**config.mk**
```make
export PLATFORM = sky130hd
export DESIGN_NAME = fetch_ctrl
export DESIGN_NICKNAME = d
export VERILOG_FILES = /design/src/rtl/fetch_ctrl.sv
export SDC_FILE = /design/constraint.sdc
export NUM_CORES = 1
export LEC_CHECK = 0
export ABC_AREA = 1
export CORE_MARGIN = 8
export CORE_UTILIZATION = 55
export DETAILED_ROUTE_END_ITERATION = 6
export PLACE_DENSITY = 0.86
export SETUP_SLACK_MARGIN = 0.1
export SYNTH_ARGS = -nofsm -noshare
export SYNTH_HDL_FRONTEND = slang
export SYNTH_SLANG_ARGS = --single-unit
```
**constraint.sdc**
```tcl
create_clock -name clk -period 3.3 [get_ports clk]
set_clock_uncertainty 0.15 [all_clocks]
set_input_delay 0.495 -clock clk [delete_from_list [all_inputs] [get_ports clk]]
set_output_delay 0.495 -clock clk [all_outputs]
set_load 0.02 [all_outputs]
```
**src/rtl/fetch_ctrl.sv**
```systemverilog
// fetch_ctrl: front-end fetch sequencer. Owns the PC, issues requests to the
// instruction ROM over a valid/ack handshake (any latency), and presents
// fetched instructions to IF/ID with downstream stall and redirect handling.
//
// Ports:
//   clk, rst                  core clock, synchronous active-high reset
//   jump_en_i, jump_addr_i    redirect request and target (bits [1:0] ignored)
//   hold_i                    IF/ID cannot accept a new instruction
//   rom_req_o, rom_addr_o     ROM request valid / address
//   rom_ack_i, rom_inst_i     ROM response strobe / read data
//   inst_valid_o              inst_o / inst_addr_o carry a live instruction
//   inst_addr_o, inst_o       presented instruction and its address
//   pc_o                      current fetch PC
//
// state | meaning
// IDLE  | post-reset cycle, no request
// ISSUE | request at pc outstanding until ack
// STALL | ack arrived under hold; instruction parked in skid buffer
// KILL  | redirect hit an unacked request; wait for its ack, drop data
module fetch_ctrl #(
    parameter logic [31:0] RESET_PC = 32'h0000_0000,
    parameter logic [31:0] NOP_INST = 32'h0000_0013
) (
    input  logic        clk,
    input  logic        rst,
    input  logic        jump_en_i,
    input  logic [31:0] jump_addr_i,
    input  logic        hold_i,
    output logic        rom_req_o,
    output logic [31:0] rom_addr_o,
    input  logic        rom_ack_i,
    input  logic [31:0] rom_inst_i,
    output logic        inst_valid_o,
    output logic [31:0] inst_addr_o,
    output logic [31:0] inst_o,
    output logic [31:0] pc_o
);

    typedef enum logic [1:0] {IDLE, ISSUE, STALL, KILL} state_t;

    state_t      state_q, state_d;
    logic [31:0] pc_q, pc_d;
    logic        valid_q, valid_d;
    logic [31:0] iaddr_q, iaddr_d;
    logic [31:0] inst_q, inst_d;
    logic        skid_valid_q, skid_valid_d;
    logic [31:0] skid_addr_q, skid_addr_d;
    logic [31:0] skid_inst_q, skid_inst_d;
    logic [31:0] saved_q, saved_d;

    logic [31:0] jump_tgt;
    logic        unused_jump_lsb;

    assign jump_tgt        = {jump_addr_i[31:2], 2'b00};
    assign unused_jump_lsb = ^jump_addr_i[1:0];

    always_ff @(posedge clk) begin
        if (rst) begin
            state_q      <= IDLE;
            pc_q         <= RESET_PC;
            valid_q      <= 1'b0;
            iaddr_q      <= 32'h0;
            inst_q       <= NOP_INST;
            skid_valid_q <= 1'b0;
            skid_addr_q  <= 32'h0;
            skid_inst_q  <= 32'h0;
            saved_q      <= 32'h0;
        end else begin
            state_q      <= state_d;
            pc_q         <= pc_d;
            valid_q      <= valid_d;
            iaddr_q      <= iaddr_d;
            inst_q       <= inst_d;
            skid_valid_q <= skid_valid_d;
            skid_addr_q  <= skid_addr_d;
            skid_inst_q  <= skid_inst_d;
            saved_q      <= saved_d;
        end
    end

    always_comb begin
        state_d      = state_q;
        pc_d         = pc_q;
        valid_d      = valid_q;
        iaddr_d      = iaddr_q;
        inst_d       = inst_q;
        skid_valid_d = skid_valid_q;
        skid_addr_d  = skid_addr_q;
        skid_inst_d  = skid_inst_q;
        saved_d      = saved_q;

        if (jump_en_i) begin
            // Redirect beats hold and capture: whatever was presented or parked is stale.
            valid_d      = 1'b0;
            inst_d       = NOP_INST;
            skid_valid_d = 1'b0;
            if ((state_q == ISSUE || state_q == KILL) && !rom_ack_i) begin
                // Request still in flight; it must complete before we move the address.
                saved_d = jump_tgt;
                state_d = KILL;
            end else begin
                pc_d    = jump_tgt;
                state_d = ISSUE;
            end
        end else begin
            case (state_q)
                IDLE: state_d = ISSUE;
                ISSUE: begin
                    if (rom_ack_i) begin
                        pc_d = pc_q + 32'd4;
                        if (hold_i) begin
                            skid_valid_d = 1'b1;
                            skid_addr_d  = pc_q;
                            skid_inst_d  = rom_inst_i;
                            state_d      = STALL;
                        end else begin
                            valid_d = 1'b1;
                            iaddr_d = pc_q;
                            inst_d  = rom_inst_i;
                        end
                    end else if (!hold_i) begin
                        valid_d = 1'b0;
                        inst_d  = NOP_INST;
                    end
                end
                STALL: begin
                    if (!hold_i) begin
                        valid_d      = skid_valid_q;
                        iaddr_d      = skid_addr_q;
                        inst_d       = skid_inst_q;
                        skid_valid_d = 1'b0;
                        state_d      = ISSUE;
                    end
                end
                KILL: begin
                    valid_d = 1'b0;
                    if (rom_ack_i) begin
                        pc_d    = saved_q;
                        state_d = ISSUE;
                    end
                end
                default: state_d = IDLE;
            endcase
        end
    end

    assign rom_req_o    = (state_q == ISSUE) || (state_q == KILL);
    assign rom_addr_o   = pc_q;
    assign inst_valid_o = valid_q;
    assign inst_addr_o  = iaddr_q;
    assign inst_o       = inst_q;
    assign pc_o         = pc_q;

endmodule

```
Yosys cells after proc, flatten, opt, wreduce, memory -nomap -nowiden
Cells that the tools add are included.
{"block": "totals", "word_cells": 68, "output_inout_bits": 130, "register_bits": 194, "in_bits": 69}
{"block": "op_classes", "mux": 29, "n_eq_ne": 12, "n_addsub": 1, "n_reduce_logical": 16, "n_bitwise": 1}
{"cell": "$mux 32", "count": 11}
{"cell": "$pmux 32 s2", "count": 3}
{"cell": "$add 32x3->32 const B", "count": 1}
{"cell": "$reduce_and 4->1", "count": 4}
{"cell": "$mux 2", "count": 6}
{"cell": "$ne 3x3->1 const B", "count": 4}
{"cell": "$ne 2x2->1 const B", "count": 5}
{"cell": "$pmux 2 s4", "count": 1}
{"cell": "$mux 1", "count": 6}
{"cell": "$reduce_and 3->1", "count": 2}
{"cell": "$reduce_bool 3->1", "count": 2}
{"cell": "$reduce_and 5->1", "count": 1}
{"cell": "$eq 2x2->1 const B", "count": 2}
{"cell": "$pmux 1 s3", "count": 1}
{"cell": "$eq 2x1->1 const B", "count": 1}
{"cell": "$logic_not 2->1", "count": 1}
{"cell": "$pmux 1 s2", "count": 1}
{"cell": "$reduce_and 2->1", "count": 1}
{"cell": "$reduce_bool 2->1", "count": 1}
{"cell": "$reduce_or 2->1", "count": 1}
{"cell": "$logic_and 1x1->1", "count": 1}
{"cell": "$logic_not 1->1", "count": 1}
{"cell": "$logic_or 1x1->1", "count": 1}
{"cell": "$not 1->1", "count": 1}

Logic depth before layout (Yosys ltp)
{"block": "logic_depth", "ltp_word": 5, "mapped_depth": 12, "mapped_depth_nobuf": 11}

Worst setup path after synthesis
Ideal clock, no wire load.
{"block": "synth_path", "path_type": "register to register", "start": "reg pc_q[3], in the netlist pc_o[3]", "end": "reg pc_q[12], in the netlist pc_o[12]", "arrival_ns": 1.572, "path_buffers": 0, "synth_period_minus_slack_ns": 1.837, "path_slack_ns": 1.463, "setup_ns": 0.115, "required_ns": 3.035, "stages_incl_launch_ff": 10, "cell_sequence": "dfxtp_1 > ha_1 > nand2_1 > nor2_2 > nand2_4 > nor2_4 > nand2_1 > nand3_1 > a21oi_1 > o21a_1"}
{"block": "synth_between", "elab_chain_cells": 4}
{"item": "start: declaration", "line_no": "42", "rtl": "logic [31:0] pc_q, pc_d;"}
{"item": "start signal: assignment", "line_no": "70", "rtl": "pc_q <= pc_d;"}
{"item": "$add 32x3->32", "line_no": "110", "rtl": "pc_d = pc_q + 32'd4;"}
{"item": "$mux 32", "line_no": "109", "rtl": "if (rom_ack_i) begin"}
{"item": "$pmux 32 s2", "line_no": "106", "rtl": "case (state_q)"}
{"item": "$mux 32", "line_no": "92", "rtl": "if (jump_en_i) begin"}
Every way passes these cells. The select of a mux whose other input is x is not followed.
A chain may end at the register's enable or synchronous reset.

Worst setup path after layout
{"block": "layout_path", "start": "reg state_q[1]", "end": "out rom_req_o"}
{"block": "layout_between", "elab_chain_cells": 2, "elab_cells_between_ends": 3, "classes_between": "eq/ne (2); reduce/logical (1)"}
{"item": "start: declaration", "line_no": "41", "rtl": "state_t state_q, state_d;"}
{"item": "start signal: assignment", "line_no": "69", "rtl": "state_q <= state_d;"}
{"item": "$eq 2x1->1 or $eq 2x2->1 (tied branches)", "line_no": "147", "rtl": "assign rom_req_o = (state_q == ISSUE) || (state_q == KILL);"}
{"item": "$logic_or 1x1->1 *", "line_no": "147"}
{"item": "end: declaration", "line_no": "29", "rtl": "output logic rom_req_o,"}
Mark *: on every way between the ends. The rest lies on a longest branch, timed or not.

==> impl_metrics.env <==
export IMPL_status="finished clean"
export IMPL_finalNetCount=1443
export IMPL_synth_top_flop_cell="dfxtp_1"
export IMPL_rsz0062_at_grt="false"
export IMPL_die_area_um2=20300
export IMPL_cts_hold_buf=0
export IMPL_cp_top_family="buffers and inverters"
export IMPL_fp_dieW_um=143
export IMPL_synthTopCellsByCount="278 x nand2_1, 188 x dfxtp_1, 168 x a21oi_1, 158 x nor2_1, 133 x o21ai_0"
export IMPL_fin_cells=1599
export IMPL_clk_path_buf_depth=2
export IMPL_setup_viol=0
export IMPL_worstPathRequired_ns=2.65
export IMPL_cts_sinks=188
export IMPL_antennaDiodeCount=0
export IMPL_end_kind="primary output"
export IMPL_final_antenna_net_count=0
export IMPL_synth_top_cell_by_area="dfxtp_1"
export IMPL_grt_pass1_vias=8061
export IMPL_cts_root_buf="clkbuf_16"
export IMPL_syn_cell_area_um2=8800
export IMPL_synth_seq_cells=188
export IMPL_grt_use_met2=0.384
export IMPL_arrival_ns=1.98
export IMPL_use_met3=0.0446
export IMPL_power_density_nw_per_um2=531
export IMPL_layout_min_cycle_time_ns=2.62
export IMPL_crit_type="flop to primary output"
export IMPL_clk_pin_slew_worst_paths_ns=0.08
export IMPL_dp_cells=1567
export IMPL_ys_types=37
export IMPL_cap_violations=0
export IMPL_hold_class="flop to flop"
export IMPL_post_drt_wl_per_cell_um=16.8
export IMPL_tightestPinTransition_ns=0.677
export IMPL_firstDrtPassIters=6
export IMPL_drt_iter0_drc=1179
export IMPL_max_freq_mhz=382
export IMPL_post_cts_buffers=0
export IMPL_num_rows=46
export IMPL_cts_tree="done"
export IMPL_critPathBufInv=3
export IMPL_cp_start_kind="flop"
export IMPL_whs_ns=0.312
export IMPL_htreeDepth=4
export IMPL_die_h_um=143
export IMPL_drt_wl_total_um=26800
export IMPL_layout_drive_gt1_share=0.0600
export IMPL_irDropWorstVdd_mv=0.422
export IMPL_cts_made_buffers=17
export IMPL_gp_congestion=0.899
export IMPL_path_cells="inv_1 > ha_1 > nor2_4 > inv_2 > clkdlybuf4s50_1"
export IMPL_initial_core_util=0.558
export IMPL_yosys_warnings=0
export IMPL_finalHoldViolCount=0
export IMPL_busiest_layer="met2"
export IMPL_insertion_delay_ns=0.44
export IMPL_port_buffers=190
export IMPL_ys_top_cells_by_area="dfxtp_1 43%, nand2_1 12%, a21oi_1 9.6%"
export IMPL_antenna_found_initial=0
export IMPL_p_leak_uw=0.00419
export IMPL_io_pins=199
export IMPL_final_period_utilization=0.794
export IMPL_gr_usage_met1=0.359
export IMPL_r2r_setup_slack_ns=0.86
export IMPL_vias_per_cell=5.67
export IMPL_place_hpwl_um=17800
export IMPL_grt_use_total=0.257
export IMPL_crit_fanout=6
export IMPL_postSynth_asyncResetShare=0
export IMPL_grt_max_degree=98
export IMPL_cts_resized=0
export IMPL_netlist_instances=1260
export IMPL_crit_path_max_incr_delay_ns=0.63
export IMPL_drc_errors=0
export IMPL_synth_edf_count=0
export IMPL_synth_top_area_share=0.428
export IMPL_slowest_stage="clkdlybuf4s50_1"
export IMPL_grt_pass1_wl_um=42000
export IMPL_grt_ovfl_total=0
export IMPL_relSlewSlack=0.548
export IMPL_avgSynthCellArea_um2=6.99
export IMPL_areaGrowthSynthToFinish_pct=26.2
export IMPL_core_area_um2=15800
export IMPL_timing_max_transition_violations_final=0
export IMPL_seq_area_frac_synth=0.428
export IMPL_dr_total_vias=9067
export IMPL_tns_ns=0
export IMPL_synth_most_common_cell="nand2_1"
## tightest hold or removal path, stage by stage (launching register included)
cell and delay (ns):
dfxtp_1 0.30, inv_1 0.06, a211oi_1 0.06
## where the power goes
| group | internal [µW] | switching, µW | leakage [µW] | total, µW |
|---|---|---|---|---|
| Clock | 1050 | 1080 | 0.000304 | 2140 |
| Combinational | 481 | 709 | 0.00235 | 1190 |
| Sequential | 2410 | 160 | 0.00153 | 2570 |
## area by class of cell
type | count | area, µm²
Fill cell | 1313 | 4660
Multi-Input combinational cell | 903 | 4200
Sequential cell | 188 | 3760
Timing Repair Buffer | 207 | 2040
Clock buffer | 17 | 425
Tap cell | 216 | 270
Clock inverter | 15 | 206
Inverter | 53 | 199
## routing by layer
layer / part of all wire / up-vias
met5: 0 / -
met4: 0.031 / 0
met3: 0.11 / 69
met2: 0.44 / 527
met1: 0.42 / 4122
li1: - / 4349
## layout by cell type, fill, tap and decap left out, types with 8 or more instances in the layout
master	count
clkdlybuf4s50_1	188
nor2_2	8
nor2_4	8
nand2_1	278
nand3_1	70
a21oi_1	168
inv_1	44
inv_2	8
a31oi_1	31
buf_4	15
o21ai_1	12
dfxtp_1	188
o21ai_0	133
nor2_1	156
clkbuf_16	17
## cell families (layout without fill, tap and decap cells)
logic type               count (synthesis)  in the layout  synth area share
AND/OR/NAND/NOR                        528            528             0.247
AO/OA/AOI/OAI                          359            359             0.214
other                                    1              6          0.000426
adder cells (fa/ha/maj)                  4              4           0.00569
XOR/XNOR                                 6              6           0.00597
flip-flops                             188            188             0.428
buffers and inverters                  174            292            0.0985
## sequential cells by signal (all words and copies together) (netlist names)
register / count
inst_addr_o: 30
skid_inst_q: 32
skid_addr_q: 30
saved_q: 30
skid_valid_q: 1
pc_o: 30
inst_valid_o: 1
state_q: 2
inst_o: 32
## path summary, 6_finish.rpt
check	cells past startpoint	to	startpoint
worst max-delay path	5	rom_req_o	state_q[1]
worst max register to register	9	pc_o[28]	state_q[1]
worst min-delay path	2	saved_q[6]	saved_q[6]
worst min register to register	2	saved_q[6]	saved_q[6]
## per-stage QoR
step / setup WS [ns] / util / cell area [µm²] / total power, µW
final: 0.679 / 0.704 / 11100 / 5900
after global routing: 0.615 / 0.704 / 11100 / 6120
after CTS: 0.668 / 0.704 / 11100 / 5890
after detailed placement: 0.839 / 0.664 / 10500 / 3790
after global placement: 0.919 / 0.664 / 10500 / 3760
after floorplan: 1.46 / - / 8820 / 3300
(Power assumes the default switching activity.)
